File: config.mk
export PLATFORM = sky130hd
export DESIGN_NAME = uart_tx_scheduler
export DESIGN_NICKNAME = d
export VERILOG_FILES = /design/src/rtl/uart_tx_scheduler.sv
export SDC_FILE = /design/constraint.sdc
export NUM_CORES = 1
export LEC_CHECK = 0
export BUFFER_PORTS_ARGS = -buffer_cell sky130_fd_sc_hd__buf_4
export CAP_MARGIN = 10
export CORE_MARGIN = 8
export CORE_UTILIZATION = 45
export DETAILED_ROUTE_END_ITERATION = 7
export GPL_TIMING_DRIVEN = 1
export PLACE_DENSITY_LB_ADDON = 0.3
export SETUP_SLACK_MARGIN = 0.3
export SYNTH_ARGS = -nofsm -noshare
export SYNTH_HDL_FRONTEND = slang
export SYNTH_SLANG_ARGS = --single-unit
File: constraint.sdc
create_clock -name clk -period 1.9 [get_ports clk]
set_clock_uncertainty 0.15 [all_clocks]
set_input_delay 0.19 -clock clk [delete_from_list [all_inputs] [get_ports clk]]
set_output_delay 0.19 -clock clk [all_outputs]
set_load 0.1 [all_outputs]
File: src/rtl/uart_tx_scheduler.sv
// uart_tx_scheduler: shares one UART transmitter between CPU bus writes and
// the hardware RX-echo path. Each source has its own FIFO. An arbiter picks
// the next byte, and a small FSM then runs the UART start/busy handshake.
//
// Build option: define UART_TX_SCHED_RR_EN to replace fixed CPU priority with
// round-robin arbitration between the two sources.
//
// Ports:
//   clk, reset        clock, asynchronous active-low reset
//   cpu_wr_en/_data   CPU byte push; cpu_full = CPU FIFO full
//   echo_valid/_data  echo byte offer; echo_ready = echo FIFO not full
//   err_clr           clears the sticky cpu_ovf / tx_timeout flags
//   tx_status         UART idle (1) / busy (0)
//   tx_data/tx_start  byte and one-cycle start strobe to the UART
//   busy              scheduler not in IDLE
//   grant_src         source of the current/last byte (0 = CPU, 1 = echo)
//   cpu_ovf           sticky: a CPU write was dropped because the FIFO was full
//   tx_timeout        sticky: the UART did not acknowledge a start pulse

// Single-clock byte FIFO. Full/empty are registered, so the push check always
// uses the count from before the current cycle's pop.
module uart_tx_sched_fifo #(
   parameter int unsigned DEPTH = 4
) (
   input  logic       clk,
   input  logic       reset,
   input  logic       i_push,
   input  logic [7:0] i_data,
   input  logic       i_pop,
   output logic [7:0] o_head,
   output logic       o_empty,
   output logic       o_full
);
   localparam int unsigned AW = (DEPTH > 1) ? $clog2(DEPTH) : 1;
   localparam int unsigned CW = AW + 1;

   logic [7:0]    r_mem [DEPTH];
   logic [AW-1:0] r_wr_ptr;
   logic [AW-1:0] r_rd_ptr;
   logic [CW-1:0] r_count;
   logic          r_empty;
   logic          r_full;
   logic [CW-1:0] w_count_nxt;
   logic          w_push_ok;
   logic          w_pop_ok;

   assign w_push_ok = i_push && !r_full;
   assign w_pop_ok  = i_pop && !r_empty;

   // Next occupancy; push and pop together leave it unchanged.
   always_comb begin
      w_count_nxt = r_count;
      if (w_push_ok && !w_pop_ok) begin
         w_count_nxt = r_count + CW'(1);
      end else if (!w_push_ok && w_pop_ok) begin
         w_count_nxt = r_count - CW'(1);
      end
   end

   // Pointers wrap naturally because DEPTH is a power of two.
   always_ff @(posedge clk or negedge reset) begin
      if (!reset) begin
         r_wr_ptr <= '0;
         r_rd_ptr <= '0;
         r_count  <= '0;
         r_empty  <= 1'b1;
         r_full   <= 1'b0;
      end else begin
         if (w_push_ok) begin
            r_wr_ptr <= r_wr_ptr + AW'(1);
         end
         if (w_pop_ok) begin
            r_rd_ptr <= r_rd_ptr + AW'(1);
         end
         r_count <= w_count_nxt;
         r_empty <= (w_count_nxt == CW'(0));
         r_full  <= (w_count_nxt == CW'(DEPTH));
      end
   end

   // Storage needs no reset; the pointers decide what is valid.
   always_ff @(posedge clk) begin
      if (w_push_ok) begin
         r_mem[r_wr_ptr] <= i_data;
      end
   end

   assign o_head  = r_mem[r_rd_ptr];
   assign o_empty = r_empty;
   assign o_full  = r_full;
endmodule

module uart_tx_scheduler #(
   parameter int unsigned FIFO_DEPTH  = 4,
   parameter int unsigned ACK_TIMEOUT = 16
) (
   input  logic       clk,
   input  logic       reset,
   input  logic       cpu_wr_en,
   input  logic [7:0] cpu_wr_data,
   output logic       cpu_full,
   input  logic       echo_valid,
   input  logic [7:0] echo_data,
   output logic       echo_ready,
   input  logic       err_clr,
   input  logic       tx_status,
   output logic [7:0] tx_data,
   output logic       tx_start,
   output logic       busy,
   output logic       grant_src,
   output logic       cpu_ovf,
   output logic       tx_timeout
);
   localparam int unsigned TW = (ACK_TIMEOUT > 2) ? $clog2(ACK_TIMEOUT) : 1;

   localparam logic [1:0] S_IDLE      = 2'd0;
   localparam logic [1:0] S_ISSUE     = 2'd1;
   localparam logic [1:0] S_WAIT_ACK  = 2'd2;
   localparam logic [1:0] S_WAIT_DONE = 2'd3;

   logic [1:0]    r_state;
   logic [TW-1:0] r_cnt;
   logic [7:0]    r_tx_data;
   logic          r_tx_start;
   logic          r_busy;
   logic          r_grant_src;
   logic          r_cpu_ovf;
   logic          r_tx_timeout;

   logic [1:0]    w_state_nxt;
   logic [TW-1:0] w_cnt_nxt;
   logic          w_cpu_pop;
   logic          w_echo_pop;
   logic          w_timeout_set;
   logic          w_pick_echo;
   logic [7:0]    w_cpu_head;
   logic [7:0]    w_echo_head;
   logic          w_cpu_empty;
   logic          w_cpu_full;
   logic          w_echo_empty;
   logic          w_echo_full;
   logic          w_echo_push;

   assign w_echo_push = echo_valid && !w_echo_full;

   uart_tx_sched_fifo #(.DEPTH(FIFO_DEPTH)) u_cpu_fifo (
      .clk     (clk),
      .reset   (reset),
      .i_push  (cpu_wr_en),
      .i_data  (cpu_wr_data),
      .i_pop   (w_cpu_pop),
      .o_head  (w_cpu_head),
      .o_empty (w_cpu_empty),
      .o_full  (w_cpu_full)
   );

   uart_tx_sched_fifo #(.DEPTH(FIFO_DEPTH)) u_echo_fifo (
      .clk     (clk),
      .reset   (reset),
      .i_push  (w_echo_push),
      .i_data  (echo_data),
      .i_pop   (w_echo_pop),
      .o_head  (w_echo_head),
      .o_empty (w_echo_empty),
      .o_full  (w_echo_full)
   );

   // Source select; only consulted when at least one FIFO holds data.
`ifdef UART_TX_SCHED_RR_EN
   logic r_last_echo;

   assign w_pick_echo = !w_echo_empty && (w_cpu_empty || !r_last_echo);

   // Last-grant memory starts at echo so the first contested grant is CPU.
   always_ff @(posedge clk or negedge reset) begin
      if (!reset) begin
         r_last_echo <= 1'b1;
      end else if (w_cpu_pop || w_echo_pop) begin
         r_last_echo <= w_echo_pop;
      end
   end
`else
   assign w_pick_echo = w_cpu_empty;
`endif

   // Next-state, FIFO pop and ack-timeout logic.
   always_comb begin
      w_state_nxt   = r_state;
      w_cnt_nxt     = r_cnt;
      w_cpu_pop     = 1'b0;
      w_echo_pop    = 1'b0;
      w_timeout_set = 1'b0;
      case (r_state)
         S_IDLE: begin
            if (tx_status && (!w_cpu_empty || !w_echo_empty)) begin
               w_cpu_pop   = !w_pick_echo;
               w_echo_pop  = w_pick_echo;
               w_state_nxt = S_ISSUE;
            end
         end
         S_ISSUE: begin
            w_cnt_nxt   = '0;
            w_state_nxt = S_WAIT_ACK;
         end
         S_WAIT_ACK: begin
            if (!tx_status) begin
               w_state_nxt = S_WAIT_DONE;
            end else if (r_cnt == TW'(ACK_TIMEOUT - 1)) begin
               // UART never went busy: drop the byte and carry on.
               w_timeout_set = 1'b1;
               w_state_nxt   = S_IDLE;
            end else begin
               w_cnt_nxt = r_cnt + TW'(1);
            end
         end
         S_WAIT_DONE: begin
            if (tx_status) begin
               w_state_nxt = S_IDLE;
            end
         end
         default: begin
            w_state_nxt = S_IDLE;
         end
      endcase
   end

   // State and registered outputs; sticky flags give set priority over clear.
   always_ff @(posedge clk or negedge reset) begin
      if (!reset) begin
         r_state      <= S_IDLE;
         r_cnt        <= '0;
         r_tx_data    <= '0;
         r_tx_start   <= 1'b0;
         r_busy       <= 1'b0;
         r_grant_src  <= 1'b0;
         r_cpu_ovf    <= 1'b0;
         r_tx_timeout <= 1'b0;
      end else begin
         r_state    <= w_state_nxt;
         r_cnt      <= w_cnt_nxt;
         r_tx_start <= (w_state_nxt == S_ISSUE);
         r_busy     <= (w_state_nxt != S_IDLE);
         if (w_cpu_pop || w_echo_pop) begin
            r_tx_data   <= w_echo_pop ? w_echo_head : w_cpu_head;
            r_grant_src <= w_echo_pop;
         end
         if (cpu_wr_en && w_cpu_full) begin
            r_cpu_ovf <= 1'b1;
         end else if (err_clr) begin
            r_cpu_ovf <= 1'b0;
         end
         if (w_timeout_set) begin
            r_tx_timeout <= 1'b1;
         end else if (err_clr) begin
            r_tx_timeout <= 1'b0;
         end
      end
   end

   assign cpu_full   = w_cpu_full;
   assign echo_ready = !w_echo_full;
   assign tx_data    = r_tx_data;
   assign tx_start   = r_tx_start;
   assign busy       = r_busy;
   assign grant_src  = r_grant_src;
   assign cpu_ovf    = r_cpu_ovf;
   assign tx_timeout = r_tx_timeout;
endmodule

==> flow_results.org <==
** Floorplanning
- Count of boundary I/O pins :: 37
- Die area :: 0.0128 mm2
- The floorplan has 35 rows.
- Starting density of the core :: 46.1%
- Core outline area :: 0.00920 mm2
- DIE HEIGHT :: 113 um
- Measured along the x axis, the die boundary spans 113 um.

** Synth
- Among all flip-flop cells after synthesis, the most frequent one is sky130_fd_sc_hd__edfxtp_1.
- Number of distinct standard cells referenced by the synthesized netlist :: 47
- Synthesis produced a netlist whose cell count is 276.
- Netlist area before placement :: 0.00424 mm2
- Ys Warns :: 0
- Ys async rst share :: 36.6%
- Synthesized net count :: 311
- The synthesized design contains 101 register bits.
- After synthesis, the mean cell area works out to 15.4 um2.
- Post-synthesis sequential area ratio :: 67.3%
- Counting flops with a built-in enable in the synthesized netlist gives 64.

** Pwr
- In this run the power density over the cells is 1600 mW/mm2.
- For this design the static power due to leakage is 2.24 nW.
- Proportion of power drawn by flip-flops and latches :: 37.5%
- Across the VDD grid, the largest voltage drop is 0.000673 V.
- Net switching is 38.7% of the power.
- Switching power summed over all nets :: 0.00348 W
- In this run, the combinational gates consume 45.9% of the power.
- Share of total power in the clock network :: 16.5%
- The internal power of the cells totals 0.00552 W.

** Timing
- Slew headroom :: 68.1%
- Setup repair after global routing missed its margin :: true
- Slew @ Worst Pin :: 0.478 ns
- Final count of hold timing violations :: 1
- Static timing analysis puts the maximum clock frequency at 523 MHz.
- Post-route clock period utilization :: 101%
- Slew Viols, Final :: 0
- On the final layout, the worst hold slack is -0.0406 ns.
- Final Setup Violations :: 1
- Shortest period the worst path allows :: 1.91 ns
- Adding up every negative setup slack in the final design gives -0.0123 ns.
- Across all setup checks in the final design, the least slack found is -0.0123 ns.

** Final layout
- The sequential cells in the finished layout cover a total of 0.00286 mm2.
- The multi-input combinational cells in the finished layout cover a total of 0.00151 mm2.
- Count of nets after finishing :: 407
- Count of filler cells inserted in the layout :: 647
- Of the cells placed in the final design, the portion with a size suffix greater than 1 is 42.4%.
- Layout Area Growth over Synthesis :: 33.0%
- The number of antenna diodes in the final layout is 0.
- Once layout is done, the placed cells without fillers occupy 0.00564 mm2.

** Min path
- The startpoint identified for the worst hold timing path is tx_status.
- The path with the worst hold slack has its endpoint at r_state[0].
- Cell count of the worst hold path :: 2
- Path class of the lowest-slack min-delay path :: in -> reg

** CTS
- Max Root-Sink Buffers :: 2
- TritonCTS clock tree :: done
- Clock tree synthesis inserted a total of 9 buffers.
- Clock latency on the worst-skew pair :: 0.36 ns
- Clock-pin slew reported for the worst setup and hold paths after clock tree synthesis :: 0.10 ns
- Clock Sinks :: 101
- Buffers inserted to repair hold after CTS numbered 19.
- Cell chosen for the clock root :: sky130_fd_sc_hd__clkbuf_8
- Total number of H-tree levels :: 3

** Routing
- The count of nets left with antenna violations once routing finished came out at 0.
- Detail-routed net length per standard cell :: 17.7 um
- Overall via count from detail_route :: 2551
- In the routed design, unresolved DRC markers number 0.
- Drt pass-1 iters :: 4
- For this block, the initial DRC count from the detailed router was 64.
- For this block, the routed nets add up to 8.64 mm of wire.
- Per-cell via count in the routed design :: 5.23

** Critical path
- Origin of the critical flop-to-flop path :: r_state[0]
- Gate family responsible for the most delay along the worst path :: simple AND/OR/NAND/NOR gates
- The endpoint identified for the worst register-to-register timing path is u_cpu_fifo.o_full.
- Reg2reg path depth :: 4
- The worst setup path is of the reg -> reg kind.
- Endpoint kind of the worst setup timing path :: flop
- Ordered list of cells on the worst path :: or4b_4 -> and3_4 -> or3_4 -> and3_1
- STA classifies the critical path startpoint as a flop.
- For the worst setup path, the data required time is 2.01 ns.
- Arrival time of data at the critical path endpoint :: 2.02 ns
- Cell with the biggest individual delay on the critical path :: sky130_fd_sc_hd__or4b_4
- Max FO, Critical Path :: 5
- The setup check on the worst reg-to-reg path leaves a slack of -0.01 ns.
- The critical path contains buffers and inverters numbering 0 combined.
- Largest incremental delay on the critical path :: 0.54 ns

** Place
- Total placed instance area :: 0.00478 mm2
- Summed over all nets, the half-perimeter wirelength after detailed placement is 5.43 mm.
- Global placement routability congestion :: 0.830
- Count of buffers from port buffering :: 36

** Flow run
- Max-cap violations in this run came to 0.

** Global route
- Entering global routing, the biggest net connects 38 pins.
- Antenna violations before repair :: 0
- In the global route stage, overall resource usage came out at 13.7%.
- Residual overflow from global routing :: 0
- Number of global-route vias before repair :: 2669
- The first global-routing pass estimated 13.6 mm of wire.

** Run status
- The final reports fail on hold timing, setup timing.
- Result of the run :: finished, violations left
## kinds of logic (layout without fill, tap and decap cells)
kind of cell	after synthesis	after routing	synth area share, %
adder cells (fa/ha/maj)	13	13	3.84
buffers and inverters	25	126	2.51
multiplexers	17	17	8.77
flip-flops	101	101	67.3
XOR/XNOR	10	10	2.07
AO/OA/AOI/OAI	39	39	5.79
AND/OR/NAND/NOR	71	71	9.77
## cell usage after synthesis (all sizes together) (2+ instances only)
| master | count | share of area (%) |
|---|---|---|
| a21oi | 3 | 0.35 |
| nor3 | 4 | 0.47 |
| and3 | 4 | 0.71 |
| nor2b | 3 | 0.50 |
| or3 | 2 | 0.41 |
| nand3 | 5 | 0.59 |
| clkbuf | 5 | 0.44 |
| edfxtp | 64 | 45 |
| nand2b | 5 | 0.74 |
| o211ai | 2 | 0.35 |
| inv | 14 | 1.2 |
| a21boi | 2 | 0.35 |
| or4 | 2 | 0.35 |
| o21ai | 16 | 1.9 |
| nor2 | 9 | 0.80 |
| nand2 | 18 | 1.6 |
| nand3b | 2 | 0.35 |
| mux4 | 16 | 8.5 |
| and2 | 10 | 1.5 |
| o22ai | 2 | 0.30 |
| ha | 13 | 3.8 |
| nand4 | 2 | 0.30 |
| dfstp | 2 | 1.2 |
| buf | 6 | 0.83 |
| a22oi | 8 | 1.4 |
| xnor2 | 9 | 1.9 |
| dfrtp | 35 | 21 |
## power by group through the flow
stage               Combinational, W  Sequential, W  Clock [W]
finish                       0.00413        0.00337    0.00149
global placement             0.00331        0.00337          0
floorplan                    0.00168        0.00406          0
CTS                          0.00362        0.00336    0.00152
global route                 0.00445        0.00343    0.00160
detailed placement           0.00337        0.00340          0
## layer usage
metal | vias to the layer above | track usage (%) | share of wire, %
li1 | 1221 | - | -
met1 | 1257 | 17.3 | 43
met2 | 63 | 22.6 | 51
met3 | 10 | 3.46 | 4.6
met4 | 0 | 4.26 | 1.2
met5 | - | 0 | 0
## what timing repair did
item	CTS	global route
endpoints found under the hold margin	104	1
cloned	0	1
endpoints found under the setup margin	86	27
pin swaps	9	14
buffers inserted	8	10
resized for setup	32	48
## state kept, by name (all words and copies together), names as in the netlist, 2 cells and up
signal and count:
u_echo_fifo.r_mem 32, u_echo_fifo.r_count 3, r_state 2, u_cpu_fifo.r_mem 32
u_cpu_fifo.r_wr_ptr 2, r_cnt 4, tx_data 8, u_echo_fifo.r_wr_ptr 2
u_cpu_fifo.r_count 3, u_echo_fifo.r_rd_ptr 2, u_cpu_fifo.r_rd_ptr 2
## through the flow
stage	hold slack, ns	total power (W)	util (%)	std cells	setup slack [ns]
6_report	-0.0406	0.00900	61.3	488	-0.0123
5_1_grt	-0.0516	0.00947	61.3	488	-0.0573
4_1_cts	-0.0584	0.00851	58.1	477	0.0261
3_5_place_dp	0.0351	0.00677	52.0	434	-0.0648
3_3_place_gp	0.0333	0.00668	52.0	434	-0.0180
2_1_floorplan	-0.256	0.00574	-	276	-0.0247
## cells in the final DEF, fill, tap and decap left out, types with 2 or more instances in the layout
cell	n
sky130_fd_sc_hd__xnor2_1	6
sky130_fd_sc_hd__inv_6	3
sky130_fd_sc_hd__a22oi_1	4
sky130_fd_sc_hd__and3_1	3
sky130_fd_sc_hd__o21ai_0	8
sky130_fd_sc_hd__a21oi_1	3
sky130_fd_sc_hd__o211ai_1	2
sky130_fd_sc_hd__buf_6	15
sky130_fd_sc_hd__a22oi_2	4
sky130_fd_sc_hd__nand2_2	2
sky130_fd_sc_hd__and2_4	6
sky130_fd_sc_hd__inv_1	14
sky130_fd_sc_hd__nand3_1	5
sky130_fd_sc_hd__nor2_1	4
sky130_fd_sc_hd__xnor2_2	2
sky130_fd_sc_hd__dfrtp_1	32
sky130_fd_sc_hd__clkinv_1	2
sky130_fd_sc_hd__buf_4	59
sky130_fd_sc_hd__or3_4	2
sky130_fd_sc_hd__buf_12	2
sky130_fd_sc_hd__ha_1	12
sky130_fd_sc_hd__nand3b_1	2
sky130_fd_sc_hd__clkbuf_8	9
sky130_fd_sc_hd__o21ai_1	3
sky130_fd_sc_hd__nor2b_4	2
sky130_fd_sc_hd__mux4_2	16
sky130_fd_sc_hd__nor3_1	2
sky130_fd_sc_hd__bufinv_16	2
sky130_fd_sc_hd__nand4_1	2
sky130_fd_sc_hd__nor2_2	2
sky130_fd_sc_hd__dlygate4sd3_1	19
sky130_fd_sc_hd__dfrtp_2	2
sky130_fd_sc_hd__nand2_1	15
sky130_fd_sc_hd__nor2_4	3
sky130_fd_sc_hd__nand2b_1	3
sky130_fd_sc_hd__nand2b_2	2
sky130_fd_sc_hd__edfxtp_1	64
sky130_fd_sc_hd__dfstp_2	2
sky130_fd_sc_hd__o21ai_2	5
sky130_fd_sc_hd__and2_1	4
## cell type report
type | instances | share of cell area (%)
clock inverters | 7 | 1.66
clock buffers | 9 | 2.20
well taps | 111 | 2.46
multi-input cells | 150 | 26.9
flip-flops and latches | 101 | 50.7
inverters | 14 | 0.932
repair buffers | 96 | 15.2
## worst max path at each step
stage          startpoint                  end  slack [ns]  depth (start not counted)
2_1_floorplan  r_state[1]    u_cpu_fifo.o_full       -0.02                          5
3_3_place_gp   r_state[1]   u_echo_fifo.o_full       -0.02                          5
3_5_place_dp   r_state[1]  u_echo_fifo.o_empty       -0.06                          5
4_1_cts        r_state[0]    u_cpu_fifo.o_full        0.03                          4
5_1_grt        r_state[0]    u_cpu_fifo.o_full       -0.06                          4
6_report       r_state[0]    u_cpu_fifo.o_full       -0.01                          4
(Power assumes the default switching activity.)
